==> src/rtl/dmem_arbiter.sv <==
// dmem_arbiter
//
// Shares one single-port, word-addressed data memory between the core
// load/store unit (c_*) and the program/scene loader (l_*). Each access is
// sequenced by a small FSM. Byte and halfword stores are done as a
// read-modify-write. Loads return the addressed lane, right-aligned and
// zero-extended. Misaligned, out-of-range and illegal-size accesses are
// rejected with err.
//
// Ports:
//   clk, reset             clock; asynchronous active-high reset
//   c_req / l_req          request, held with stable fields until ack
//   c_we / l_we            1 = store, 0 = load
//   c_addr / l_addr        byte address
//   c_size / l_size        0 = byte, 1 = half, 2 = word, 3 = illegal
//   c_wdata / l_wdata      right-aligned store data
//   c_ack / l_ack          one-cycle completion pulse
//   c_err / l_err          with ack: access was rejected
//   c_rdata / l_rdata      load result while ack is high, 0 otherwise
//   mem_addr               word index into the memory
//   mem_write              write strobe (memory commits on the falling edge)
//   mem_wdata              full word to write
//   mem_rdata              combinational read data for mem_addr
//
// Every output is registered. Latency from the edge that samples a request
// to the ack cycle is 2 edges for a load, 3 for a store and 1 for an error.
// The ack pulse overlaps IDLE, so IDLE resamples at the edge that ends the
// ack cycle.

module dmem_arbiter #(
    parameter int unsigned MEM_WORDS = 1024
) (
    input  logic        clk,
    input  logic        reset,

    input  logic        c_req,
    input  logic        c_we,
    input  logic [31:0] c_addr,
    input  logic [1:0]  c_size,
    input  logic [31:0] c_wdata,
    output logic        c_ack,
    output logic        c_err,
    output logic [31:0] c_rdata,

    input  logic        l_req,
    input  logic        l_we,
    input  logic [31:0] l_addr,
    input  logic [1:0]  l_size,
    input  logic [31:0] l_wdata,
    output logic        l_ack,
    output logic        l_err,
    output logic [31:0] l_rdata,

    output logic [31:0] mem_addr,
    output logic        mem_write,
    output logic [31:0] mem_wdata,
    input  logic [31:0] mem_rdata
);

    typedef enum logic [2:0] {
        StIdle,
        StAccess,
        StWrite,
        StResp,
        StErr
    } state_e;

    localparam logic GrantCore   = 1'b0;
    localparam logic GrantLoader = 1'b1;

    localparam logic [1:0] SizeByte = 2'd0;
    localparam logic [1:0] SizeHalf = 2'd1;
    localparam logic [1:0] SizeWord = 2'd2;

    state_e      state_q, state_d;
    logic        last_grant_q, last_grant_d;
    logic        gnt_q, gnt_d;
    logic        we_q, we_d;
    logic [1:0]  size_q, size_d;
    // Only the lane bits are kept; the word index lives in mem_addr_q.
    logic [1:0]  lane_q, lane_d;
    logic [31:0] wdata_q, wdata_d;
    logic [31:0] rbuf_q, rbuf_d;

    logic [31:0] mem_addr_q, mem_addr_d;
    logic        mem_write_q, mem_write_d;
    logic [31:0] mem_wdata_q, mem_wdata_d;
    logic        c_ack_q, c_ack_d;
    logic        c_err_q, c_err_d;
    logic [31:0] c_rdata_q, c_rdata_d;
    logic        l_ack_q, l_ack_d;
    logic        l_err_q, l_err_d;
    logic [31:0] l_rdata_q, l_rdata_d;

    // Arbitration: a lone requester wins; on a tie the one not granted last wins.
    logic        pick;
    logic        sel_we;
    logic [31:0] sel_addr;
    logic [1:0]  sel_size;
    logic [31:0] sel_wdata;
    logic        sel_illegal;

    always_comb begin
        pick = GrantCore;
        if (c_req && l_req) begin
            pick = (last_grant_q == GrantLoader) ? GrantCore : GrantLoader;
        end else if (l_req) begin
            pick = GrantLoader;
        end

        sel_we    = (pick == GrantLoader) ? l_we    : c_we;
        sel_addr  = (pick == GrantLoader) ? l_addr  : c_addr;
        sel_size  = (pick == GrantLoader) ? l_size  : c_size;
        sel_wdata = (pick == GrantLoader) ? l_wdata : c_wdata;

        sel_illegal = 1'b0;
        unique case (sel_size)
            SizeByte: sel_illegal = 1'b0;
            SizeHalf: sel_illegal = sel_addr[0];
            SizeWord: sel_illegal = (sel_addr[1:0] != 2'b00);
            default:  sel_illegal = 1'b1;
        endcase
        if ({2'b00, sel_addr[31:2]} >= MEM_WORDS) begin
            sel_illegal = 1'b1;
        end
    end

    // Store merge: the addressed lane(s) replaced inside the word just read.
    logic [31:0] merged;

    always_comb begin
        merged = mem_rdata;
        unique case (size_q)
            SizeByte: merged[{lane_q, 3'b000} +: 8]         = wdata_q[7:0];
            SizeHalf: merged[{lane_q[1], 4'b0000} +: 16]    = wdata_q[15:0];
            default:  merged                                = wdata_q;
        endcase
    end

    // Load extraction from the captured word.
    logic [31:0] shifted;
    logic [31:0] load_data;

    always_comb begin
        shifted = rbuf_q >> {lane_q, 3'b000};
        unique case (size_q)
            SizeByte: load_data = {24'h000000, shifted[7:0]};
            SizeHalf: load_data = {16'h0000, shifted[15:0]};
            default:  load_data = shifted;
        endcase
    end

    always_comb begin
        state_d      = state_q;
        last_grant_d = last_grant_q;
        gnt_d        = gnt_q;
        we_d         = we_q;
        size_d       = size_q;
        lane_d       = lane_q;
        wdata_d      = wdata_q;
        rbuf_d       = rbuf_q;
        mem_addr_d   = mem_addr_q;
        mem_write_d  = 1'b0;
        mem_wdata_d  = mem_wdata_q;
        c_ack_d      = 1'b0;
        c_err_d      = 1'b0;
        c_rdata_d    = 32'h0;
        l_ack_d      = 1'b0;
        l_err_d      = 1'b0;
        l_rdata_d    = 32'h0;

        unique case (state_q)
            StIdle: begin
                if (c_req || l_req) begin
                    gnt_d        = pick;
                    last_grant_d = pick;
                    we_d         = sel_we;
                    size_d       = sel_size;
                    lane_d       = sel_addr[1:0];
                    wdata_d      = sel_wdata;
                    if (sel_illegal) begin
                        state_d = StErr;
                    end else begin
                        // Presented here so the memory read is valid during ACCESS.
                        mem_addr_d = {2'b00, sel_addr[31:2]};
                        state_d    = StAccess;
                    end
                end
            end

            StAccess: begin
                rbuf_d = mem_rdata;
                if (we_q) begin
                    mem_write_d = 1'b1;
                    mem_wdata_d = merged;
                    state_d     = StWrite;
                end else begin
                    state_d = StResp;
                end
            end

            StWrite: begin
                state_d = StResp;
            end

            StResp: begin
                if (gnt_q == GrantLoader) begin
                    l_ack_d   = 1'b1;
                    l_rdata_d = we_q ? 32'h0 : load_data;
                end else begin
                    c_ack_d   = 1'b1;
                    c_rdata_d = we_q ? 32'h0 : load_data;
                end
                state_d = StIdle;
            end

            StErr: begin
                if (gnt_q == GrantLoader) begin
                    l_ack_d = 1'b1;
                    l_err_d = 1'b1;
                end else begin
                    c_ack_d = 1'b1;
                    c_err_d = 1'b1;
                end
                state_d = StIdle;
            end

            default: begin
                state_d = StIdle;
            end
        endcase
    end

    always_ff @(posedge clk or posedge reset) begin
        if (reset) begin
            state_q      <= StIdle;
            last_grant_q <= GrantLoader;
            gnt_q        <= GrantCore;
            we_q         <= 1'b0;
            size_q       <= 2'b00;
            lane_q       <= 2'b00;
            wdata_q      <= 32'h0;
            rbuf_q       <= 32'h0;
            mem_addr_q   <= 32'h0;
            mem_write_q  <= 1'b0;
            mem_wdata_q  <= 32'h0;
            c_ack_q      <= 1'b0;
            c_err_q      <= 1'b0;
            c_rdata_q    <= 32'h0;
            l_ack_q      <= 1'b0;
            l_err_q      <= 1'b0;
            l_rdata_q    <= 32'h0;
        end else begin
            state_q      <= state_d;
            last_grant_q <= last_grant_d;
            gnt_q        <= gnt_d;
            we_q         <= we_d;
            size_q       <= size_d;
            lane_q       <= lane_d;
            wdata_q      <= wdata_d;
            rbuf_q       <= rbuf_d;
            mem_addr_q   <= mem_addr_d;
            mem_write_q  <= mem_write_d;
            mem_wdata_q  <= mem_wdata_d;
            c_ack_q      <= c_ack_d;
            c_err_q      <= c_err_d;
            c_rdata_q    <= c_rdata_d;
            l_ack_q      <= l_ack_d;
            l_err_q      <= l_err_d;
            l_rdata_q    <= l_rdata_d;
        end
    end

    assign mem_addr  = mem_addr_q;
    assign mem_write = mem_write_q;
    assign mem_wdata = mem_wdata_q;
    assign c_ack     = c_ack_q;
    assign c_err     = c_err_q;
    assign c_rdata   = c_rdata_q;
    assign l_ack     = l_ack_q;
    assign l_err     = l_err_q;
    assign l_rdata   = l_rdata_q;

endmodule

==> config.mk <==
export PLATFORM = sky130hd
export DESIGN_NAME = dmem_arbiter
export DESIGN_NICKNAME = d
export VERILOG_FILES = /design/src/rtl/dmem_arbiter.sv
export SDC_FILE = /design/constraint.sdc
export NUM_CORES = 1
export LEC_CHECK = 0
export BUFFER_PORTS_ARGS = -buffer_cell sky130_fd_sc_hd__buf_2
export CAP_MARGIN = 20
export CORE_ASPECT_RATIO = 2
export CORE_MARGIN = 5
export CORE_UTILIZATION = 25
export CTS_CLUSTER_SIZE = 30
export DETAILED_ROUTE_END_ITERATION = 8
export RECOVER_POWER = 100
export SLEW_MARGIN = 20
export SYNTH_ARGS = -nofsm -noshare
export SYNTH_HDL_FRONTEND = slang
export SYNTH_SLANG_ARGS = --single-unit
export TNS_END_PERCENT = 100
==> constraint.sdc <==
create_clock -name clk -period 9.6 [get_ports clk]
set_input_delay 0.96 -clock clk [delete_from_list [all_inputs] [get_ports clk]]
set_output_delay 0.96 -clock clk [all_outputs]
set_load 0.02 [all_outputs]
# ---- Word-level counts from Yosys, hierarchy flattened
# Cells that the tools add are included.
dict set report totals {
  ff_bits 205
  input_bits 170
  output_inout_bits 133
  word_cells 74
}
dict set report classes {
  shift 5
  n_eq_ne 8
  n_reduce_logical 10
  n_addsub 2
  order_cmp 1
  muxes 30
  bitwise 1
}
# cell n
set op_table {}
lappend op_table {{$mux 32} 7}
lappend op_table {{$pmux 32 s2} 2}
lappend op_table {{$bwmux 32} 2}
lappend op_table {{$shift 16x7->32 const A} 1}
lappend op_table {{$shift 8x7->32 const A} 1}
lappend op_table {{$shiftx 16x7->32} 1}
lappend op_table {{$shiftx 8x7->32} 1}
lappend op_table {{$shr 32x5->32} 1}
lappend op_table {{$ge 30x11->1 const B} 1}
lappend op_table {{$mux 1} 14}
lappend op_table {{$neg 5->7} 2}
lappend op_table {{$pmux 3 s3} 1}
lappend op_table {{$eq 3x2->1 const B} 2}
lappend op_table {{$mux 3} 2}
lappend op_table {{$eq 2x1->1 const B} 2}
lappend op_table {{$logic_not 2->1} 2}
lappend op_table {{$reduce_and 2->1} 2}
lappend op_table {{$eq 3x1->1 const B} 1}
lappend op_table {{$eq 3x3->1 const B} 1}
lappend op_table {{$logic_not 3->1} 1}
lappend op_table {{$pmux 1 s3} 1}
lappend op_table {{$reduce_and 3->1} 1}
lappend op_table {{$eq 2x2->1 const B} 1}
lappend op_table {{$mux 2} 1}
lappend op_table {{6 further kinds} 6}

# ---- Logic depth before layout (Yosys ltp)
# Gate-level depths: netlist of run 1.
dict set report depth {
  depth_word 9
  ltp_mapped 11
  ltp_nobuf 7
}

# ---- Worst setup path after synthesis of run 1
# Ideal clock, no wire load.
dict set report synth_path {
  path_kind {register to register}
  startpoint {register lane_q[0]}
  endpoint {register mem_wdata_q[17] (netlist: mem_wdata[17])}
  synth_period_minus_slack_ns 2.370
  arrival_time_ns 2.287
  required_time_ns 9.517
  path_buffers 4
  setup_ns 0.083
  slack_ns 7.230
  path_stages_with_launch 12
  cell_sequence {dfrtp_1 buf_4 buf_4 buf_4 inv_1 ha_1 nor4bb_1 clkbuf_1 a221oi_1 a211oi_1 a21oi_1 o21ai_0}
}
dict set report synth_via {
  elab_chain_cells 4
  elab_cells_between_ends 5
  cone_classes {1 x add/sub; 2 x shift; 2 x mux}
}
# item line_no
set synth_rtl {}
lappend synth_rtl {{from (decl)} 81} ;# logic [1:0] lane_q, lane_d;
lappend synth_rtl {{from (signal assigned)} 259} ;# lane_q <= lane_d;
lappend synth_rtl {{$neg 5->7 (*)} 134} ;# SizeByte: merged[{lane_q, 3'b000} +: 8] = wdata_q[7:0];
lappend synth_rtl {{$shiftx 8x7->32 / $shift 8x7->32 (equally long branches)} 134}
lappend synth_rtl {{$bwmux 32 (*)} 134}
lappend synth_rtl {{$pmux 32 s2 (*)} 133} ;# unique case (size_q)
lappend synth_rtl {{to (signal assigned)} 264} ;# mem_wdata_q <= mem_wdata_d;
lappend synth_rtl {{to (decl)} 87} ;# logic [31:0] mem_wdata_q, mem_wdata_d;
# Mark *: on every way between the ends. The rest lies on a longest branch, timed or not.
# A chain may end at the register's enable or synchronous reset.

# ---- Worst setup path after layout of run 1
dict set report layout_path {
  startpoint {input l_req}
  endpoint {register mem_addr_q[4] (netlist: mem_addr[4])}
}
dict set report layout_via {
  elab_chain_cells 8
  elab_cells_between_ends 15
  cone_classes {1 x order compare; 2 x eq/ne; 6 x mux; 1 x bitwise; 5 x reduce/logical}
}
# item line_no
set layout_rtl {}
lappend layout_rtl {{from (decl)} 45} ;# input logic l_req,
lappend layout_rtl {{parallel branches: the longest is 8 deep, another holds $ge 30x11->1} --}
lappend layout_rtl {{to (signal assigned)} 262} ;# mem_addr_q <= mem_addr_d;
lappend layout_rtl {{to (decl)} 85} ;# logic [31:0] mem_addr_q, mem_addr_d;
# Several ways; the timed one is not identified.

==> results of run 1 <==
==> metrics by stage <==
stage,power (uW),utilization (%),cells
2_1_floorplan,1248,-,829
3_3_place_gp,1405,30.34,1533
5_1_grt,2288,31.44,1573
4_1_cts,2222,32.15,1571
3_5_place_dp,1415,30.36,1533
6_report,2184,31.45,1574
==> routing by layer <==
metal / up-vias / global-route usage (%) / share of wire, %
met5: - / 0 / 0.082
met4: 4 / 8.720 / 5.6
met3: 78 / 2.373 / 4.9
met2: 253 / 29.53 / 55
met1: 3504 / 15.37 / 34
li1: 3473 / - / -
==> final timing paths <==
kind | startpoint | endpoint | slack (ns) | cells past startpoint
worst min-delay path | wdata_q[26]$_DFFE_PP0P_ | wdata_q[26]$_DFFE_PP0P_ | 0.48 | 2
max in group asynchronous | reset | mem_addr[7]$_DFFE_PP0P_ | 4.63 | 3
worst max register to register | last_grant_q$_DFFE_PP1P_ | mem_addr[4]$_DFFE_PP0P_ | 4.88 | 6
worst min register to register | wdata_q[26]$_DFFE_PP0P_ | wdata_q[26]$_DFFE_PP0P_ | 0.48 | 2
worst max-delay path | l_req | mem_addr[4]$_DFFE_PP0P_ | 4.54 | 7
min in group asynchronous | reset | mem_wdata[5]$_DFFE_PP0P_ | 0.67 | 2
==> cells by family (layout without fill, tap and decap cells) <==
| logic type | Yosys count | after routing | synth area share (%) |
|---|---|---|---|
| AND/OR/NAND/NOR | 237 | 237 | 12.45 |
| flip-flops | 205 | 205 | 55.43 |
| AO/OA/AOI/OAI | 190 | 190 | 13.11 |
| multiplexers | 122 | 122 | 14.34 |
| buffers and inverters | 67 | 355 | 3.852 |
| adder cells (fa/ha/maj) | 5 | 5 | 0.6759 |
| other | 1 | 5 | 0.04051 |
| XOR/XNOR | 1 | 1 | 0.09464 |
==> power by group <==
group	leakage [uW]	total, uW	switching (uW)	internal (uW)
Clock	0.000325	790	364	426
Combinational	0.00241	412	247	165
Sequential	0.00255	982	73.2	909
==> cell usage after synthesis, types with 8 or more instances <==
cell type / n / area share [%]
a22o_1: 9 / 0.85
inv_1: 8 / 0.32
a211oi_1: 24 / 1.9
a22oi_1: 8 / 0.65
o21ai_1: 17 / 0.92
buf_4: 15 / 1.2
mux2_2: 42 / 5.1
dfrtp_1: 204 / 55
clkbuf_1: 27 / 1.1
nor2b_1: 17 / 1.1
a221oi_1: 24 / 2.3
nor4_1: 10 / 0.68
nand2_1: 91 / 3.7
mux2_4: 10 / 1.6
buf_2: 9 / 0.49
a21oi_1: 28 / 1.5
o21ai_0: 66 / 3.6
nor2_1: 63 / 2.6
and2_1: 36 / 2.4
a211o_1: 8 / 0.76
mux2i_1: 69 / 7.5
==> layout make-up <==
cell class                      count  share of cell area (%)
Sequential cell                   205                   44.66
Timing Repair Buffer              308                   12.01
Tap cell                          454                   4.943
Multi-Input combinational cell    557                   32.26
Clock buffer                       25                   4.878
Clock inverter                     13                  0.8166
Inverter                            9                  0.3593
Antenna cell                        3                 0.06533
==> flip-flops by register name, indices dropped and copies added (netlist names) <==
name / count
l_ack: 1
we_q: 1
last_grant_q: 1
gnt_q: 1
l_err: 1
mem_addr: 30
l_rdata: 32
mem_wdata: 32
lane_q: 2
c_err: 1
c_rdata: 32
size_q: 2
state_q: 3
rbuf_q: 32
wdata_q: 32
c_ack: 1
mem_write: 1
==> worst min-delay path, cell delays in order, from the launching register on <==
cell and delay [ns]:
dfrtp_1 0.34, nand2_1 0.04, o21ai_0 0.06
==> metrics, run 1 <==
status finished with violations; violated checks capacitance limit, slew limit; critical-path maximum fanout 38; CP top delay family buffers and inverters; ys flop type dfrtp_1; pin count of the biggest net entering global routing 135; share of layout cells above drive strength 1 23.01%; maximum vdd drop 116.1 uV; Hold Vio Cnt, Final 0; CTS root buffer clkbuf_16; vias in the first global route 7658; Finished Cell Area 0.01149 mm2; Via Count 7312; number of top-level pins 303; initial antenna violation count 6; CORE AREA 0.03654 mm2; Final ANT Viol Nets 0; worst hold slack 0.4789 ns; Post-synth EDFFs 0; most frequent cells in the layout dfrtp_1, buf_2, clkbuf_1; Post-Syn Area 0.009256 mm2; first-pass GRT wire length 47.40 mm; CTS tree built; synth unique cells 49; Finish-stage setup viols 0; Setup Buffers After CTS 0; async set-or-reset flop fraction in the synthesized netlist 100.0%; power per cell area 190.0 mW/mm2; Startpoint Class primary input; Worst Skew 0.01166 ns; Crit Path Class in -> reg; Final Cycle Share 52.69%; RePlAce Congestion 0.8714; Highest Clock Rate 0.1977 GHz; Min-Delay Path Class reg -> reg; final-report max-slew violation count 334; Placement Cell Area 0.01109 mm2; CP max stage delay 1.83 ns; placed wire-length estimate 25.67 mm; # fillers 3829; P_leak 0.005279 uW; first drt pass iteration count 4; clock latency on the worst-skew pair 0.51 ns; clock sinks 205; flops & latches, synth 205; sequential cell area fraction in the yosys report 55.43%; Slew @ Worst Pin 3.909 ns; CTS clk-pin slew, worst paths 0.07 ns; area of the multi-input gates 0.003707 mm2; Worst Path Required 9.99 ns; Slowest-stage cell, CP clkbuf_1; post_cts resized 0; Syn-to-layout area delta 24.14%; Syn. warnings 0; I/O Buffers 300; Critical path buffers and inverters 2; setup TNS 0 ns; Initial Utilization 25.33%; num rows 99; die area 0.04121 mm2; total CTS buffers 21; RSZ-0062 raised after global routing false; most frequent CP cell clkbuf_1; Post-Synthesis Cells 828; CP Cell Sequence clkbuf_1 > a21boi_4 > clkbuf_1 > nand4_1 > nand2_1 > nand3b_1 > mux2_1; minimum clock period 5.059 ns; Synth Area per Inst 11.18 um2; DRC 0; grt ovf 0; Die Width 146.1 um; data arrival time of the worst path 5.45 ns; Post-Place Worst Slack 5.766 ns; most common cell after layout, fill and taps aside dfrtp_1; chip height 282.1 um; WL/cell 20.91 um; crit end category flip-flop; slew margin rel. -160.6%; CTS H-Tree Depth 1; Register Area 0.005132 mm2; hold buffer count at cts 0; Final #Nets 1277; final wirelength 32.91 mm; via density per instance 4.645; max_cap viols 6; min setup slack post-route 4.541 ns; total track usage 15.25%; Max clock buf depth 3; Iter 0 DRT Violations 371
Power figures use the tool's default switching activity.
==> inputs of run 2 (changes only) <==
ABC_AREA = 1   (was unset)
clock period = 4.52 ns   (was 9.6 ns; I/O delays follow)
==> metrics, run 2 <==
most frequent cells in the layout nand2_1, dfrtp_1, buf_2; Die Width 147.3 um; number of top-level pins 303; flops & latches, synth 205; max_cap viols 7; total track usage 16.91%; data arrival time of the worst path 4.19 ns; Yosys top cell by area dfrtp_1; CORE AREA 0.03729 mm2; slew margin rel. -56.89%; minimum clock period 3.740 ns; mux cell area share after synthesis 0%; ys flop type dfrtp_1; via density per instance 4.729; num rows 100; DRC 0; final-report max-slew violation count 328; CP Cell Sequence nor3_1 > nand2_1 > buf_4 > clkinv_1 > clkbuf_1 > nor2_1 > a31oi_1; Synth Area per Inst 8.066 um2; final wirelength 36.67 mm; CTS H-Tree Depth 1; fin util 32.01%; Startpoint Class flip-flop; Max clock buf depth 3; grt ovf 0; violated checks capacitance limit, slew limit; Syn-to-layout area delta 26.57%; WL/cell 19.09 um; die area 0.04194 mm2; clock sinks 205; top post-synthesis cells by area dfrtp_1, nand2_1, nor2_1; Final #Nets 1612; post-synthesis simple-gate area fraction 23.70%; Final Cycle Share 82.73%; Slowest-stage cell, CP clkbuf_1; clock latency on the worst-skew pair 0.54 ns; Slew @ Worst Pin 2.353 ns; pin count of the biggest net entering global routing 166; Post-Syn Area 0.009429 mm2; Yosys top cell area share 54.14%; Worst Path Required 4.97 ns; CP max stage delay 1.25 ns; chip height 284.7 um; power per cell area 631.9 mW/mm2; Crit Path Class reg -> reg; initial antenna violation count 12; count leader, synth nand2_1; Post-Synthesis Cells 1169; synth unique cells 30; RePlAce Congestion 0.9166; Finish-stage setup viols 0; placed wire-length estimate 28.30 mm; post_cts resized 0; CTS root buffer clkbuf_16; share of layout cells above drive strength 1 15.21%; Initial Utilization 25.29%; Via Count 9084; Worst Skew 0.02669 ns; # fillers 4080; Highest Clock Rate 0.2674 GHz; P_leak 0.005841 uW; crit end category flip-flop; vias in the first global route 9016; Setup Buffers After CTS 0; hold buffer count at cts 1; Final ANT Viol Nets 0; commonest cells in the netlist nand2_1, dfrtp_1, nor2_1, inv_1, o21ai_0; Post-Synth XOR/XNOR Area 0%; total CTS buffers 22; min setup slack post-route 0.7804 ns; Post-Place Worst Slack 0.5155 ns; Hold Vio Cnt, Final 0; Syn. warnings 0; Min-Delay Path Class in -> reg; Compound-Gate Fraction of Synth Area 13.85%; setup TNS 0 ns; CTS tree built; largest family of logic cells by synthesized area simple AND/OR/NAND/NOR gates; first drt pass iteration count 6; most common cell after layout, fill and taps aside nand2_1; CTS clk-pin slew, worst paths 0.07 ns; status finished with violations; critical-path maximum fanout 34; I/O Buffers 300; Post-synth EDFFs 0; sequential cell area fraction in the yosys report 54.42%; worst hold slack 0.1523 ns; async set-or-reset flop fraction in the synthesized netlist 100.0%; RSZ-0062 raised after global routing false; maximum vdd drop 250.9 uV; Synth Area in Adders 0.6635%; first-pass GRT wire length 54.78 mm; Iter 0 DRT Violations 643
==> run 2: cell types whose count changed after synthesis, moves of 33 or more <==
cell,change
nand2_1,+232
nor2_1,+95
inv_1,+79
mux2i_1,-69
mux2_2,-42
and2_1,-36
o22ai_1,+33
==> run 2: layer usage <==
| layer | routed length, um | GRT usage (%) | vias up | part of all wire (%) |
|---|---|---|---|---|
| met5 | 0 | 0 | - | 0 |
| met4 | 1683 | 7.629 | 0 | 4.6 |
| met3 | 2068 | 2.535 | 83 | 5.6 |
| met2 | 20810 | 33.36 | 361 | 57 |
| met1 | 12100 | 17.08 | 4304 | 33 |
| li1 | - | - | 4336 | - |
==> run 2: stage by stage <==
step | instances | cell area [um2] | power (uW)
after global placement | 1871 | 11340 | 5674
after global routing | 1918 | 11930 | 8050
after CTS | 1912 | 12120 | 7698
final | 1921 | 11930 | 7541
after floorplan | 1170 | 9437 | 4544
after detailed placement | 1871 | 11340 | 5717
==> run 2: layout make-up <==
cell class | count | area (um2) | area share, %
Timing Repair Buffer | 315 | 1424 | 11.93
Antenna cell | 9 | 22.52 | 0.1887
Sequential cell | 205 | 5131 | 43.00
Clock inverter | 15 | 205.2 | 1.719
Inverter | 102 | 384.1 | 3.219
Multi-Input combinational cell | 791 | 3621 | 30.34
Tap cell | 459 | 574.3 | 4.812
Clock buffer | 25 | 571.8 | 4.791
==> run 2: cells by family (layout without fill, tap and decap cells) <==
| group | Yosys count | after routing |
|---|---|---|
| buffers and inverters | 174 | 457 |
| flip-flops | 205 | 205 |
| AND/OR/NAND/NOR | 552 | 552 |
| adder cells (fa/ha/maj) | 5 | 5 |
| other | 1 | 11 |
| AO/OA/AOI/OAI | 232 | 232 |
==> run 2: power by group <==
part | leakage [uW] | internal, uW | switching, uW
Clock | 0.000371 | 1110 | 825
Combinational | 0.00285 | 790 | 1990
Sequential | 0.00262 | 2330 | 483
==> run 2: final timing paths <==
path                                          startpoint                        end  slack, ns  cells past startpoint
min in group asynchronous                          reset   mem_addr[20]$_DFFE_PP0P_       0.50                      3
max in group asynchronous                          reset    wdata_q[12]$_DFFE_PP0P_       1.31                      4
worst min-delay path                        mem_rdata[0]      rbuf_q[0]$_DFFE_PP0P_       0.15                      3
worst max register to register    state_q[2]$_DFFE_PP0P_  mem_wdata[23]$_DFFE_PP0P_       0.78                      7
worst min register to register  mem_addr[18]$_DFFE_PP0P_   mem_addr[18]$_DFFE_PP0P_       0.47                      2
worst max-delay path              state_q[2]$_DFFE_PP0P_  mem_wdata[23]$_DFFE_PP0P_       0.78                      7
==> run 2: critical path: cells and delay by family, from the launching register on <==
kind                   cells  cell delay, ns
AND/OR/NAND/NOR            3            1.36
AO/OA/AOI/OAI              1            0.23
flip-flops                 1            0.41
buffers and inverters      3            1.64
==> inputs of run 3 (changes only) <==
ABC_AREA = 0   (was 1)
clock period = 3.5 ns   (was 4.52 ns; I/O delays follow)
==> metrics, run 3 (synthesis results as in run 1) <==
data arrival time of the worst path 3.17 ns; Initial Utilization 25.33%; most common cell after layout, fill and taps aside dfrtp_1; Sw Share 30.85%; clock power share 38.1%; total power 6193 uW; initial antenna violation count 7; clock sinks 205; I/O Buffers 300; grt ovf 0; status finished with violations; slew margin rel. -3.120%; die area 0.04121 mm2; WL/cell 20.71 um; pin count of the biggest net entering global routing 77; NetSw 1910 uW; Highest Clock Rate 0.3657 GHz; share of layout cells above drive strength 1 23.98%; first drt pass iteration count 4; CTS tree built; Crit Path Class reg -> reg; total CTS buffers 22; CTS root buffer clkbuf_16; DRC 0; CP Cell Sequence clkbuf_2 > or3_1 > nor3_1 > and2_0; Critical Path Start lane_q[1]$_DFFE_PP0P_; post-route insts no fill 1585; clock latency on the worst-skew pair 0.52 ns; max_cap viols 1; total track usage 15.19%; first-pass GRT wire length 47.24 mm; critical hold path startpoint mem_rdata[0]; Max clock buf depth 3; Via Count 7339; sequential share of power 43.4%; most frequent cells in the layout dfrtp_1, buf_2, clkbuf_1; Iter 0 DRT Violations 401; Die Width 146.1 um; dpl cells 1540; vias in the first global route 7630; Syn-to-layout area delta 25.94%; Hold Vio Cnt, Final 0; Worst Path Required 3.94 ns; via density per instance 4.630; P_leak 0.005367 uW; Min-Delay Path Class in -> reg; Final #Nets 1286; critical-path maximum fanout 38; Finish-stage setup viols 0; power per cell area 531.2 mW/mm2; num rows 99; Slowest-stage cell, CP nor3_1; Worst Skew 0.01529 ns; CTS H-Tree Depth 1; minimum clock period 2.735 ns; CP max stage delay 0.73 ns; Startpoint Class flip-flop; CORE AREA 0.03654 mm2; violated checks capacitance limit, slew limit; RePlAce Congestion 0.8585; final wirelength 32.82 mm; r2r startpoint lane_q[1]$_DFFE_PP0P_; maximum vdd drop 339.8 uV; crit end category flip-flop; Internal Power 4282 uW; # fillers 3805; chip height 282.1 um; Comb pwr share 18.5%; Final ANT Viol Nets 0; CTS clk-pin slew, worst paths 0.07 ns; Final Cycle Share 78.13%; final-report max-slew violation count 31; Slew @ Worst Pin 1.538 ns; placed wire-length estimate 26.06 mm; number of top-level pins 303; RSZ-0062 raised after global routing false; setup TNS 0 ns
[run 3: changes by cell type in the layout (fill, tap and decap cells not counted), moves of 19 or more]
cell	before	now
a211oi_1	0	24
a21oi_1	57	28
and2_0	0	25
inv_1	87	7
mux2_2	0	42
mux2i_1	0	70
nand2_1	323	91
nand3_1	30	2
nor2_1	158	63
o211ai_1	19	0
o22ai_1	33	0
[run 3: what timing repair did]
item | CTS | global route
resized for setup | 0 | 0
hold buffers | 1 | 0
buffers inserted | 0 | 0
hold endpoints to repair | 28 | 0
[run 3: path summary, 6_finish.rpt]
kind                       slack, ns                        to  cells after the start
max                             0.77     l_rdata[26]$_DFF_PP0_                      4
min                             0.09     rbuf_q[0]$_DFFE_PP0P_                      2
max reg2reg                     0.77     l_rdata[26]$_DFF_PP0_                      4
min reg2reg                     0.48   wdata_q[28]$_DFFE_PP0P_                      2
max in group asynchronous       1.20     c_rdata[14]$_DFF_PP0_                      4
min in group asynchronous       0.75  mem_wdata[2]$_DFFE_PP0P_                      3
[run 3: final cells by class]
| class | count | area [um2] | share of cell area (%) |
|---|---|---|---|
| clock inverters | 13 | 130.1 | 1.116 |
| flip-flops and latches | 205 | 5132 | 44.03 |
| clock buffers | 26 | 606.8 | 5.206 |
| multi-input cells | 557 | 3701 | 31.75 |
| diodes | 5 | 12.51 | 0.1073 |
| repair buffers | 316 | 1471 | 12.62 |
| well taps | 454 | 568.0 | 4.873 |
| inverters | 9 | 35.03 | 0.3005 |
[run 3: critical path: cells and delay by family, from the launching register on]
family / cells / cell delay, ns
and+or+nand+nor: 3 / 1.59
buffers and inverters: 1 / 0.53
DFF: 1 / 0.52
[run 3: per-layer routing]
| metal | wire [um] | share of wire (%) | GRT usage (%) | vias up |
|---|---|---|---|---|
| met5 | 27 | 0.082 | 0 | - |
| met2 | 17980 | 55 | 29.62 | 253 |
| met1 | 11310 | 34 | 15.22 | 3511 |
| li1 | - | - | - | 3498 |
| met4 | 1766 | 5.4 | 7.874 | 4 |
| met3 | 1740 | 5.3 | 2.725 | 73 |
[run 3: through the flow]
step	hold slack (ns)	area [um2]	util (%)	setup WS, ns
2_1_floorplan	0.4129	9264	-	0.4925
3_5_place_dp	0.4659	11170	30.58	1.048
5_1_grt	0.08842	11650	31.88	0.4648
3_3_place_gp	0.4580	11170	30.58	1.132
4_1_cts	0.06607	11920	32.62	1.077
6_report	0.09387	11660	31.90	0.7654
[run 3: power groups by stage]
stage / Clock, uW / Combinational [uW] / Sequential (uW)
floorplan: 0 / 795 / 2630
global placement: 0 / 1150 / 2730
detailed placement: 0 / 1170 / 2730
CTS: 2440 / 1180 / 2690
global route: 2520 / 1260 / 2700
finish: 2360 / 1140 / 2690
